===== src/rtl/wb_arbiter_if.sv =====
// Bundle of writeback-arbiter signals: pipeline/long-latency inputs, issue tracking,
// and the register-file write port.
interface wb_arbiter_if #(
    parameter int XLEN = 32
);
    logic            p_valid;
    logic [4:0]      p_rd;
    logic [XLEN-1:0] p_data;
    logic            s_valid;
    logic            s_ready;
    logic [4:0]      s_rd;
    logic [XLEN-1:0] s_data;
    logic            iss_valid;
    logic [4:0]      iss_rd;
    logic [31:0]     busy;
    logic            p_stall;
    logic            we;
    logic [4:0]      rd;
    logic [XLEN-1:0] rd_data;

    modport slave (
        input  p_valid, p_rd, p_data,
        input  s_valid, s_rd, s_data,
        input  iss_valid, iss_rd,
        output s_ready, busy, p_stall,
        output we, rd, rd_data
    );

    modport master (
        output p_valid, p_rd, p_data,
        output s_valid, s_rd, s_data,
        output iss_valid, iss_rd,
        input  s_ready, busy, p_stall,
        input  we, rd, rd_data
    );
endinterface


===== src/rtl/wb_arbiter.sv =====
// Merges single-cycle pipeline writebacks and FIFO-buffered long-latency results onto
// one register-file write port; tracks outstanding long-latency destinations.
module wb_arbiter #(
    parameter int XLEN       = 32,
    parameter int FIFO_DEPTH = 2,
    parameter int STARVE_MAX = 4
) (
    input  logic         clk,
    input  logic         rst,
    wb_arbiter_if.slave  bus
);
    localparam int          IDX_W      = $clog2(FIFO_DEPTH);
    localparam int          PTR_W      = IDX_W + 1;
    localparam logic [3:0]  STARVE_LIM = 4'(STARVE_MAX);

    logic [4:0]      fifo_rd_q   [FIFO_DEPTH];
    logic [XLEN-1:0] fifo_data_q [FIFO_DEPTH];
    logic [4:0]      fifo_rd_d   [FIFO_DEPTH];
    logic [XLEN-1:0] fifo_data_d [FIFO_DEPTH];

    logic [PTR_W-1:0] wr_ptr_q, wr_ptr_d;
    logic [PTR_W-1:0] rd_ptr_q, rd_ptr_d;
    logic [3:0]       starve_q, starve_d;
    logic             p_stall_q, p_stall_d;
    logic [31:0]      busy_q, busy_d;
    logic             we_q, we_d;
    logic [4:0]       rd_q, rd_d;
    logic [XLEN-1:0]  rd_data_q, rd_data_d;

    logic             full;
    logic             empty;
    logic             push;
    logic             pop;
    logic             p_win;
    logic [4:0]       head_rd;
    logic [XLEN-1:0]  head_data;

    assign full  = (wr_ptr_q[IDX_W] != rd_ptr_q[IDX_W]) &&
                   (wr_ptr_q[IDX_W-1:0] == rd_ptr_q[IDX_W-1:0]);
    assign empty = (wr_ptr_q == rd_ptr_q);

    // Ready is from registered full only, so a same-cycle pop never frees a slot early.
    assign bus.s_ready = !full && !rst;

    assign push      = bus.s_valid && bus.s_ready;
    assign p_win     = bus.p_valid && (bus.p_rd != 5'd0);
    assign pop       = !p_win && !empty;
    assign head_rd   = fifo_rd_q[rd_ptr_q[IDX_W-1:0]];
    assign head_data = fifo_data_q[rd_ptr_q[IDX_W-1:0]];

    always_comb begin
        fifo_rd_d   = fifo_rd_q;
        fifo_data_d = fifo_data_q;
        wr_ptr_d    = wr_ptr_q;
        rd_ptr_d    = rd_ptr_q;
        we_d        = 1'b0;
        rd_d        = rd_q;
        rd_data_d   = rd_data_q;
        busy_d      = busy_q;
        starve_d    = starve_q;

        if (push) begin
            fifo_rd_d[wr_ptr_q[IDX_W-1:0]]   = bus.s_rd;
            fifo_data_d[wr_ptr_q[IDX_W-1:0]] = bus.s_data;
            wr_ptr_d = wr_ptr_q + PTR_W'(1);
        end

        if (p_win) begin
            we_d      = 1'b1;
            rd_d      = bus.p_rd;
            rd_data_d = bus.p_data;
        end else if (pop) begin
            rd_ptr_d = rd_ptr_q + PTR_W'(1);
            if (head_rd != 5'd0) begin
                we_d      = 1'b1;
                rd_d      = head_rd;
                rd_data_d = head_data;
            end
        end

        // Clear before set so an issue to the register being retired keeps it busy.
        if (pop && (head_rd != 5'd0))
            busy_d[head_rd] = 1'b0;
        if (bus.iss_valid && (bus.iss_rd != 5'd0))
            busy_d[bus.iss_rd] = 1'b1;
        busy_d[0] = 1'b0;

        if (empty || pop)
            starve_d = 4'd0;
        else if (starve_q < STARVE_LIM)
            starve_d = starve_q + 4'd1;

        p_stall_d = (starve_d == STARVE_LIM);
    end

    always_ff @(posedge clk) begin
        if (rst) begin
            wr_ptr_q  <= '0;
            rd_ptr_q  <= '0;
            starve_q  <= 4'd0;
            p_stall_q <= 1'b0;
            busy_q    <= 32'd0;
            we_q      <= 1'b0;
            rd_q      <= 5'd0;
            rd_data_q <= '0;
        end else begin
            wr_ptr_q  <= wr_ptr_d;
            rd_ptr_q  <= rd_ptr_d;
            starve_q  <= starve_d;
            p_stall_q <= p_stall_d;
            busy_q    <= busy_d;
            we_q      <= we_d;
            rd_q      <= rd_d;
            rd_data_q <= rd_data_d;
        end
    end

    // Storage needs no reset; the pointers define which entries are live.
    always_ff @(posedge clk) begin
        fifo_rd_q   <= fifo_rd_d;
        fifo_data_q <= fifo_data_d;
    end

    assign bus.busy    = busy_q;
    assign bus.p_stall = p_stall_q;
    assign bus.we      = we_q;
    assign bus.rd      = rd_q;
    assign bus.rd_data = rd_data_q;
endmodule

===== src/flat_wrapper.sv =====
// flat-port wrapper written by rule: the top's interface ports become plain ports
module wb_arbiter_flat 
#(
    parameter int XLEN       = 32,
    parameter int FIFO_DEPTH = 2,
    parameter int STARVE_MAX = 4
)
  (clk, rst, bus_p_valid, bus_p_rd, bus_p_data, bus_s_valid, bus_s_rd, bus_s_data, bus_iss_valid, bus_iss_rd, bus_s_ready, bus_busy, bus_p_stall, bus_we, bus_rd, bus_rd_data);
  wb_arbiter_if #(.XLEN(XLEN)) bus_i ();
  input  logic clk;
  input  logic rst;
  input wire logic [$bits(bus_i.p_valid)-1:0] bus_p_valid;
  input wire logic [$bits(bus_i.p_rd)-1:0] bus_p_rd;
  input wire logic [$bits(bus_i.p_data)-1:0] bus_p_data;
  input wire logic [$bits(bus_i.s_valid)-1:0] bus_s_valid;
  input wire logic [$bits(bus_i.s_rd)-1:0] bus_s_rd;
  input wire logic [$bits(bus_i.s_data)-1:0] bus_s_data;
  input wire logic [$bits(bus_i.iss_valid)-1:0] bus_iss_valid;
  input wire logic [$bits(bus_i.iss_rd)-1:0] bus_iss_rd;
  output wire logic [$bits(bus_i.s_ready)-1:0] bus_s_ready;
  output wire logic [$bits(bus_i.busy)-1:0] bus_busy;
  output wire logic [$bits(bus_i.p_stall)-1:0] bus_p_stall;
  output wire logic [$bits(bus_i.we)-1:0] bus_we;
  output wire logic [$bits(bus_i.rd)-1:0] bus_rd;
  output wire logic [$bits(bus_i.rd_data)-1:0] bus_rd_data;
  assign bus_i.p_valid = bus_p_valid;
  assign bus_i.p_rd = bus_p_rd;
  assign bus_i.p_data = bus_p_data;
  assign bus_i.s_valid = bus_s_valid;
  assign bus_i.s_rd = bus_s_rd;
  assign bus_i.s_data = bus_s_data;
  assign bus_i.iss_valid = bus_iss_valid;
  assign bus_i.iss_rd = bus_iss_rd;
  assign bus_s_ready = bus_i.s_ready;
  assign bus_busy = bus_i.busy;
  assign bus_p_stall = bus_i.p_stall;
  assign bus_we = bus_i.we;
  assign bus_rd = bus_i.rd;
  assign bus_rd_data = bus_i.rd_data;
  wb_arbiter #(.XLEN(XLEN), .FIFO_DEPTH(FIFO_DEPTH), .STARVE_MAX(STARVE_MAX)) u_core (.clk(clk), .rst(rst), .bus(bus_i));
endmodule

===== config.mk =====
export PLATFORM = sky130hd
export DESIGN_NAME = wb_arbiter_flat
export DESIGN_NICKNAME = d
export VERILOG_FILES = /design/src/rtl/wb_arbiter_if.sv /design/src/rtl/wb_arbiter.sv /design/src/flat_wrapper.sv
export SDC_FILE = /design/constraint.sdc
export NUM_CORES = 1
export LEC_CHECK = 0
export BUFFER_PORTS_ARGS = -buffer_cell sky130_fd_sc_hd__buf_2
export CORE_MARGIN = 3
export CORE_UTILIZATION = 41
export CTS_CLUSTER_SIZE = 16
export DETAILED_ROUTE_END_ITERATION = 16
export GPL_ROUTABILITY_DRIVEN = 0
export GPL_TIMING_DRIVEN = 0
export REMOVE_ABC_BUFFERS = 1
export SLEW_MARGIN = 10
export SYNTH_ARGS = -nofsm -noshare
export SYNTH_HDL_FRONTEND = slang
export SYNTH_SLANG_ARGS = --single-unit

===== constraint.sdc =====
create_clock -name clk -period 3.35 [get_ports clk]
set_input_delay 0.335 -clock clk [delete_from_list [all_inputs] [get_ports clk]]
set_output_delay 0.335 -clock clk [all_outputs]
set_load 0.05 [all_outputs]

==> out/summary.txt, run 1 <==
number of cell rows: 44
Setup violations, final: 0
Reg clk slew, reported paths: 0.06 ns
Pwr per Cell Area: 684 mW/mm²
1st-iter DRT viols: 356
peak supply drop: 310 µV
worst-skew pair later-pin latency: 0.42 ns
DRT Pass-1 Iters: 5
multi-input combinational cell area: 0.00236 mm²
DP Area: 0.00728 mm²
DIE HEIGHT: 130 µm
CTS buffer count: 17
Core Area: 0.0148 mm²
HPWL Detailed: 10.4 mm
Post-synth ARST share: 0%
CTS tree: done
Startpoint Class: flip-flop
post-CTS setup buffer count: 0
WHS: 0.105 ns
register bit total from synthesis: 152
CTS Root Cell: clkbuf_16
total gr overflow: 0
Util after Layout: 53.2%
CP Buf/Inv Count: 0
sequential area share after synthesis: 60.0%
number of I/O port buffers: 154
hold_buf cts: 0
Main synth FF type: dfxtp_1
Worst EP required: 3.58 ns
Ports: 156
fin cells: 868
Sum Neg Setup Slack: 0 ns
Post-synth EDFFs: 74
Max Clk Rate: 355 MHz
via/cell ratio: 5.70
WL per Instance: 17.8 µm
Hold Crit Class: input port to flip-flop
RSZ-0062 raised after global routing: no
final total power: 5.39 mW
Final WS setup: 0.536 ns
synth warn: 0
antenna violations before repair: 2
synthesized area: 0.00631 mm²
final WL: 15.4 mm
max_cap viols: 0
first-pass GRT wire length: 23.9 mm
Distinct cells, synth: 51
Post-Place Cells: 836
post-CTS sizing: 0
Post-Syn Area per Cell: 11.8 µm²
largest net degree at the start of global routing: 73
clock tree buffer depth: 2
Filler Cells Inserted: 1313
nets: 756
Post-Synthesis Cells: 534
clock sink count: 152
Area Overhead vs Synth: 24.9%
CP Capture Type: flip-flop
Largest stage delay, worst path: 0.91 ns
WP data arrival: 3.05 ns
H-Tree Depth: 4
minimum clock period: 2.81 ns
commonest non-fill, non-tap cells in the layout: buf_2 (154), dfxtp_1 (77), edfxtp_1 (74)
post-route cell area: 0.00788 mm²
Crit-path slowest cell: dfxtp_4
share of cells above drive strength 1: 29.0%
clk_skew: 0.0112 ns
status: finished clean
via count: 4949
vias in the first global route: 4699
post-place setup slack: 0.480 ns
WS Path Type: flip-flop to flip-flop
Slew headroom: 25.3%
Final ANT Viol Nets: 0
crit share post-route: 84.0%
Final Hold Vio Count: 0
Least-Margin Pin Slew: 1.12 ns
Largest delay share family, worst path: simple AND/OR/NAND/NOR gates
DRC Markers: 0
critical path cell sequence: xnor2_1 > and2_1 > nor3b_1 > a311oi_1
Die Area: 0.0169 mm²
Slew Viols, Final: 0
CP max FO: 58
FF/Latch Area: 0.00379 mm²
Die W: 130 µm
GRT Total Usage: 18.1%
initial core utilization: 42.6%
commonest non-fill, non-tap cell in the layout: buf_2
Leakage: 3.12 nW
## power by group
| group | switching, mW | leakage, nW | internal, mW |
|---|---|---|---|
| sequential | 0.127 | 1.32 | 2.11 |
| combinational | 0.806 | 1.52 | 0.433 |
| clock | 0.732 | 0.282 | 1.19 |
| total | 1.66 | 3.12 | 3.73 |
## state kept, by name, summed over array words and instances, names as in the netlist
signal              count
u_core.bus.busy        31
u_core.bus.p_stall      1
u_core.bus.rd           5
u_core.bus.rd_data     32
u_core.bus.we           1
u_core.fifo_data_q     64
u_core.fifo_rd_q       10
u_core.rd_ptr_q         2
u_core.starve_q         4
u_core.wr_ptr_q         2
## cell type report
class	count	share of cell area (%)
inverter	5	0.238
multi-input combinational	336	30.0
clock buffer	20	5.67
antenna	1	0.0318
timing repair buffer	159	11.2
clock inverter	11	1.87
sequential	152	48.1
tap	184	2.92
## cell families after synthesis
| group | share of synthesized area [%] |
|---|---|
| muxes | 6.39 |
| DFF | 60.0 |
| buffers and inverters | 3.13 |
| xor gates and xnor gates | 0.694 |
| other | 0.0595 |
| and+or+nand+nor | 10.4 |
| adders and majority gates | 0.198 |
| AOI/OAI and AO/OA | 19.1 |
## final timing paths
check / startpoint / endpoint / slack, ns / cells after the start
worst max-delay path: u_core.rd_ptr_q[0] / u_core.bus.busy[17] / 0.54 / 4
worst min-delay path: bus_s_data[4] / u_core.fifo_data_q[36] / 0.10 / 1
worst max register to register: u_core.rd_ptr_q[0] / u_core.bus.busy[17] / 0.54 / 4
worst min register to register: u_core.bus.rd[4] / u_core.bus.rd[4] / 0.46 / 2
## routing by layer
metal	vias up	routed length, µm	GRT usage [%]
met2	176	7520	28.6
li1	2355	-	-
met5	-	13	0
met4	2	210	7.21
met1	2394	6710	23.7
met3	22	988	5.20
## Yosys cell counts, types with 9 or more instances
library cell | instances | share of area (%)
dfxtp_1 | 78 | 25
edfxtp_1 | 74 | 35
nand2_1 | 39 | 2.3
mux2i_1 | 38 | 6.0
a32o_1 | 37 | 5.9
a21oi_1 | 36 | 2.9
a21o_1 | 35 | 4.2
nand3_1 | 34 | 2.7
clkbuf_1 | 30 | 1.8
a311oi_1 | 17 | 2.4
nor2_1 | 17 | 1.0
nor3_1 | 10 | 0.79
o21ai_0 | 9 | 0.71
Note: power is estimated with default switching activity, not from simulation.
==> run 2: changes to the inputs <==
- ABC_AREA: unset -> 1
- PLACE_DENSITY: unset -> 0.65
- clock period: 3.35 -> 2.38 ns (I/O delays scaled with it)
==> run 2 against run 1 <==
Via count is 21% higher. Sequential power rose by 34%. Hold slack got worse by 0.078 ns. Total power increased by 40%. Synthesized cell count grew 63%. Setup slack got worse by 0.33 ns. Register-to-register slack got worse by 0.33 ns. Cell count is 48% higher. Sequential share of layout area down 7.2 points. Clock skew decreased by 0.0025 ns. Highest routed layer is now met4.
==> out/summary.txt, run 2 <==
largest family of logic cells by synthesized area: simple AND/OR/NAND/NOR gates
Commonest cells post-synth: nand2_1 (332), nor2_1 (97), dfxtp_1 (78)
Final ANT Viol Nets: 0
Area Overhead vs Synth: 29.2%
met1 usage: 24.4%
Largest delay share family, worst path: simple AND/OR/NAND/NOR gates
number of I/O port buffers: 154
Pwr per Cell Area: 818 mW/mm²
Main synth FF type: dfxtp_1
top post-synthesis cells by area: edfxtp_1 (31%), dfxtp_1 (22%), nand2_1 (17%), nor2_1 (5.1%), nand3_2 (4.2%)
fin cells: 1286
Reg clk slew, reported paths: 0.06 ns
commonest non-fill, non-tap cells in the layout: nand2_1 (330), buf_2 (153), nor2_1 (95)
Largest stage delay, worst path: 0.38 ns
XOR/XNOR Fraction of Synth Area: 0.122%
antenna violations before repair: 1
via count: 6003
largest reg by FF count: u_core.fifo_data_q
CTS buffer count: 17
status: finished clean
Post-Synthesis Cells: 868
Worst EP required: 2.50 ns
Crit-path slowest cell: dfxtp_4
Distinct cells, synth: 32
total gr overflow: 0
top-count cell post-synth: nand2_1
Post-Synth Adder-Cell Area: 0.175%
met2 Resource Use GR: 31.4%
CP max FO: 44
1st-iter DRT viols: 297
crit share post-route: 91.3%
register bit total from synthesis: 152
Ports: 156
Sum Neg Setup Slack: 0 ns
Slew Viols, Final: 0
largest net degree at the start of global routing: 68
sequential area share after synthesis: 52.8%
peak supply drop: 573 µV
mux contribution to synthesized area: 0.140%
HPWL Detailed: 11.2 mm
clock sink count: 152
Core Area: 0.0168 mm²
critical path cell sequence: buf_12 > clkinv_8 > nand2_1 > nand2_4 > a21oi_2 > nand2_2 > nor2_4 > buf_12
clk_skew: 0.00864 ns
Max Clk Rate: 460 MHz
number of cell rows: 47
met3 usage: 3.87%
dominant cell type by area after synthesis: edfxtp_1
Hold Crit Class: input port to flip-flop
WP data arrival: 2.29 ns
RSZ-0062 raised after global routing: no
WL per Instance: 14.0 µm
WS Path Type: flip-flop to flip-flop
Startpoint Class: flip-flop
Yosys top cell area share: 31.0%
initial core utilization: 42.6%
Slew headroom: 37.5%
final WL: 18.0 mm
synthesized area: 0.00717 mm²
Setup violations, final: 0
Least-Margin Pin Slew: 0.937 ns
Post-synth ARST share: 0%
DRT Pass-1 Iters: 5
FF-to-FF path depth: 8
vias in the first global route: 5625
Post-Syn Area per Cell: 8.26 µm²
hold path depth: 1
final total power: 7.57 mW
Die W: 138 µm
Die Area: 0.0191 mm²
max reg flops: 64
Worst path depth: 8
commonest non-fill, non-tap cell in the layout: nand2_1
worst-skew pair later-pin latency: 0.42 ns
GRT busiest layer: met2
via/cell ratio: 4.67
Final Hold Vio Count: 0
synth warn: 0
Leakage: 4.18 nW
max_cap viols: 0
CP Buf/Inv Count: 3
minimum clock period: 2.17 ns
nets: 1137
Synth Area in Compound Gates: 4.82%
CTS Root Cell: clkbuf_16
CTS tree: done
clock tree buffer depth: 2
share of cells above drive strength 1: 27.9%
GRT Total Usage: 18.8%
first-pass GRT wire length: 28.8 mm
H-Tree Depth: 4
DRC Markers: 0
Post-Place Cells: 1205
CP most frequent cell: buf_12
Post-synth EDFFs: 74
DIE HEIGHT: 138 µm
CP Capture Type: flip-flop
Post-Synth Simple-Gate Area: 33.9%
==> run 2: changes by cell type in the layout (fill, tap and decap cells not counted), sizes merged, moves of 17 or more <==
cell,change
dlygate4sd3,+36
nand3,+41
nor2,+101
nand2,+307
a32o,-37
mux2i,-37
a21o,-35
a311oi,-17
inv,+69
==> run 2: repair_timing <==
item,CTS,global route
buffers inserted,6,3
pin swaps,5,2
endpoints found under the setup margin,114,102
endpoints found under the hold margin,72,0
hold buffers,36,0
gates resized for setup,8,4
gates cloned,2,1
==> run 2: cells by family (layout without fill, tap and decap cells) <==
kind of cell               count (synthesis)  after routing
and+or+nand+nor                          545            548
DFF                                      152            152
buffers and inverters                    116            310
AOI/OAI and AO/OA                         51             51
adders and majority gates                  1              1
other                                      1              2
xor gates and xnor gates                   1              1
muxes                                      1              1
==> run 2: metrics by stage <==
step | hold slack (ns) | setup WS [ns] | cell area [µm²] | utilization, %
floorplan | 0.300 | -2.46 | 6880 | -
global placement | 0.426 | -3.77 | 7920 | 47.1
detailed placement | 0.429 | -0.662 | 8060 | 47.9
CTS | 0.00591 | 0.0168 | 9210 | 54.7
global route | 0.0140 | 0.0810 | 9260 | 55.0
finish | 0.0264 | 0.208 | 9260 | 55.0
==> run 2: worst reg2reg max path, stage by stage, from the launching register on <==
cell and delay [ns]:
dfxtp_4 0.38, buf_12 0.20, clkinv_8 0.20, nand2_1 0.16
nand2_4 0.07, a21oi_2 0.22, nand2_2 0.20, nor2_4 0.22
buf_12 0.21
==> run 2: worst paths after layout <==
kind	from	to	slack, ns
setup / recovery	u_core.rd_ptr_q[0]	u_core.fifo_data_q[61]	0.21
hold / removal	bus_s_data[23]	u_core.fifo_data_q[23]	0.03
setup reg to reg	u_core.rd_ptr_q[0]	u_core.fifo_data_q[61]	0.21
hold reg to reg	u_core.bus.busy[5]	u_core.bus.busy[5]	0.46
==> run 2: cell type report <==
class                   instances  area [µm²]
flip-flops and latches        152        3790
inverters                      74         298
fillers                      1606        7560
repair buffers                204        1350
multi-input cells             603        2890
diodes                          1        2.50
clock inverters                15         223
well taps                     220         275
clock buffers                  17         425
==> run 2: routing by layer <==
layer	up-vias	wire length, µm
li1	3106	-
met1	2713	8030
met2	161	8790
met3	23	881
met4	0	317
met5	-	0
==> run 2: power by group <==
part	total [mW]	internal, mW	switching (mW)
clock network	2.96	1.87	1.09
registers	2.98	2.91	0.0672
logic	1.63	0.481	1.15
==> run 3: changes to the inputs <==
- BUFFER_PORTS_ARGS: -buffer_cell sky130_fd_sc_hd__buf_2 -> -buffer_cell sky130_fd_sc_hd__buf_4
- MAX_ROUTING_LAYER: unset -> met4
- PLACE_DENSITY: 0.65 -> unset
- PLACE_DENSITY_LB_ADDON: unset -> 0.3
==> run 3 against run 2 <==
Global-route usage rose by 0.82 points. Cell count is 0.31% higher. First-iteration DRC count is 31% higher. Core utilization up 2.0 points. Combinational power rose by 7%. Sequential share of layout area is 1.4 points lower. Sequential power about the same. Setup slack got worse by 0.060 ns. Wire length increased by 5.5%. Via count is 1.2% higher. Non-clock buffer count rose by 4. Sequential cell count is the same.
==> out/summary.txt, run 3 (synthesis gave the netlist of run 2 again) <==
DRT Pass-1 Iters: 5
post-route cell area: 0.00959 mm²
initial core utilization: 42.6%
Startpoint Class: flip-flop
Antenna Cells: 0
1st-iter DRT viols: 389
first-pass GRT wire length: 29.4 mm
H-Tree Depth: 4
Post-Place Cells: 1205
worst-skew pair later-pin latency: 0.42 ns
number of cell rows: 47
CP max FO: 16
share of cells above drive strength 1: 28.2%
total gr overflow: 0
commonest non-fill, non-tap cells in the layout: nand2_1 (330), buf_4 (163), nor2_1 (95)
Leakage: 4.25 nW
fin cells: 1290
FF-to-FF path depth: 7
HPWL Detailed: 11.5 mm
post-place setup slack: -0.716 ns
wire length on met1: 8.60 mm
RSZ-0062 raised after global routing: no
max_cap viols: 0
max reg flops: 64
Die W: 138 µm
CTS tree: done
DIE HEIGHT: 138 µm
nets: 1142
DRC Markers: 0
max layer used: met4
DP Area: 0.00846 mm²
WP data arrival: 2.35 ns
critical path cell sequence: inv_1 > nand2_1 > nand2_4 > a21oi_2 > nand2_2 > nor2_4 > buf_16
Crit-path slowest cell: dfxtp_1
CTS Root Cell: clkbuf_16
clk_skew: 0.0114 ns
antenna violations before repair: 0
WL per Instance: 14.7 µm
r2r startpoint: u_core.wr_ptr_q[0]
met3 wire len: 880 µm
Final ANT Viol Nets: 0
via/cell ratio: 4.71
final WL: 19.0 mm
largest reg by FF count: u_core.fifo_data_q
CTS buffer count: 17
number of I/O port buffers: 154
peak supply drop: 596 µV
status: finished clean
Critical Path Start: u_core.wr_ptr_q[0]
Final Hold Vio Count: 0
CP Capture Type: flip-flop
hold path depth: 1
Hold Crit Class: input port to flip-flop
Hold Path Origin: bus_s_rd[1]
Worst EP required: 2.50 ns
Least-Margin Pin Slew: 0.848 ns
Largest stage delay, worst path: 0.60 ns
Setup violations, final: 0
vias in the first global route: 5813
Die Area: 0.0191 mm²
largest net degree at the start of global routing: 45
Util after Layout: 57.0%
Slew headroom: 43.4%
WS Path Type: flip-flop to flip-flop
clock tree buffer depth: 2
Area Overhead vs Synth: 33.8%
GRT Total Usage: 19.6%
clock sink count: 152
Slew Viols, Final: 0
Max Clk Rate: 448 MHz
via count: 6073
crit share post-route: 93.8%
Reg clk slew, reported paths: 0.06 ns
commonest non-fill, non-tap cell in the layout: nand2_1
Ports: 156
Pwr per Cell Area: 758 mW/mm²
Final WS setup: 0.148 ns
minimum clock period: 2.23 ns
Core Area: 0.0168 mm²
met2 wire length: 9.16 mm
## run 3: cell count changes in the layout (fill, tap and decap cells not counted), moves of 3 or more
cell and change:
buf_4 +156, buf_2 -153, bufinv_16 -4, clkinv_4 -3
inv_4 +3
## run 3: layout make-up
cell class,instances,area (µm²)
Inverter,74,298
Sequential cell,152,3790
Clock inverter,11,93.8
Clock buffer,21,452
Multi-Input combinational cell,604,2900
Fill cell,1552,7230
Timing Repair Buffer,208,1780
Tap cell,220,275
## run 3: worst paths after layout
| check | to | slack (ns) |
|---|---|---|
| hold reg to reg | u_core.bus.busy[8] | 0.47 |
| setup reg to reg | u_core.fifo_data_q[51] | 0.15 |
| hold / removal | u_core.fifo_rd_q[6] | 0.03 |
| setup / recovery | u_core.fifo_data_q[51] | 0.15 |
## run 3: what timing repair did
item / CTS / global route
hold buffers: 36 / 0
setup endpoints to repair: 114 / 114
gates resized for setup: 7 / 7
pin swaps: 6 / 4
endpoints found under the hold margin: 72 / 0
setup buffers: 10 / 3
cloned: 2 / 2
## run 3: power breakdown
| part | total [mW] | switching [mW] | internal, mW |
|---|---|---|---|
| Sequential | 3.00 | 0.0863 | 2.91 |
| Combinational | 1.75 | 1.16 | 0.582 |
| Clock | 2.52 | 1.05 | 1.47 |
| Total | 7.27 | 2.30 | 4.97 |
## run 3: critical path, delay by kind of cell, from the launching register on
family,cells,cell delay [ns]
AOI/OAI and AO/OA,1,0.21
buffers and inverters,2,0.46
DFF,1,0.60
and+or+nand+nor,4,0.65
## run 3: per-layer routing
| layer | GRT usage (%) | vias to the layer above |
|---|---|---|
| li1 | - | 3121 |
| met1 | 24.8 | 2750 |
| met2 | 32.0 | 180 |
| met3 | 3.45 | 22 |
| met4 | 6.71 | 0 |
| met5 | - | - |
## run 3: stage by stage
stage | hold slack [ns] | TNS, ns | power (mW)
floorplan | 0.300 | -230.37 | 4.10
global placement | 0.424 | -458.96 | 4.61
detailed placement | 0.426 | -66.57 | 4.66
CTS | 0.00966 | 0 | 7.28
global route | 0.0154 | 0 | 7.59
finish | 0.0271 | 0 | 7.27
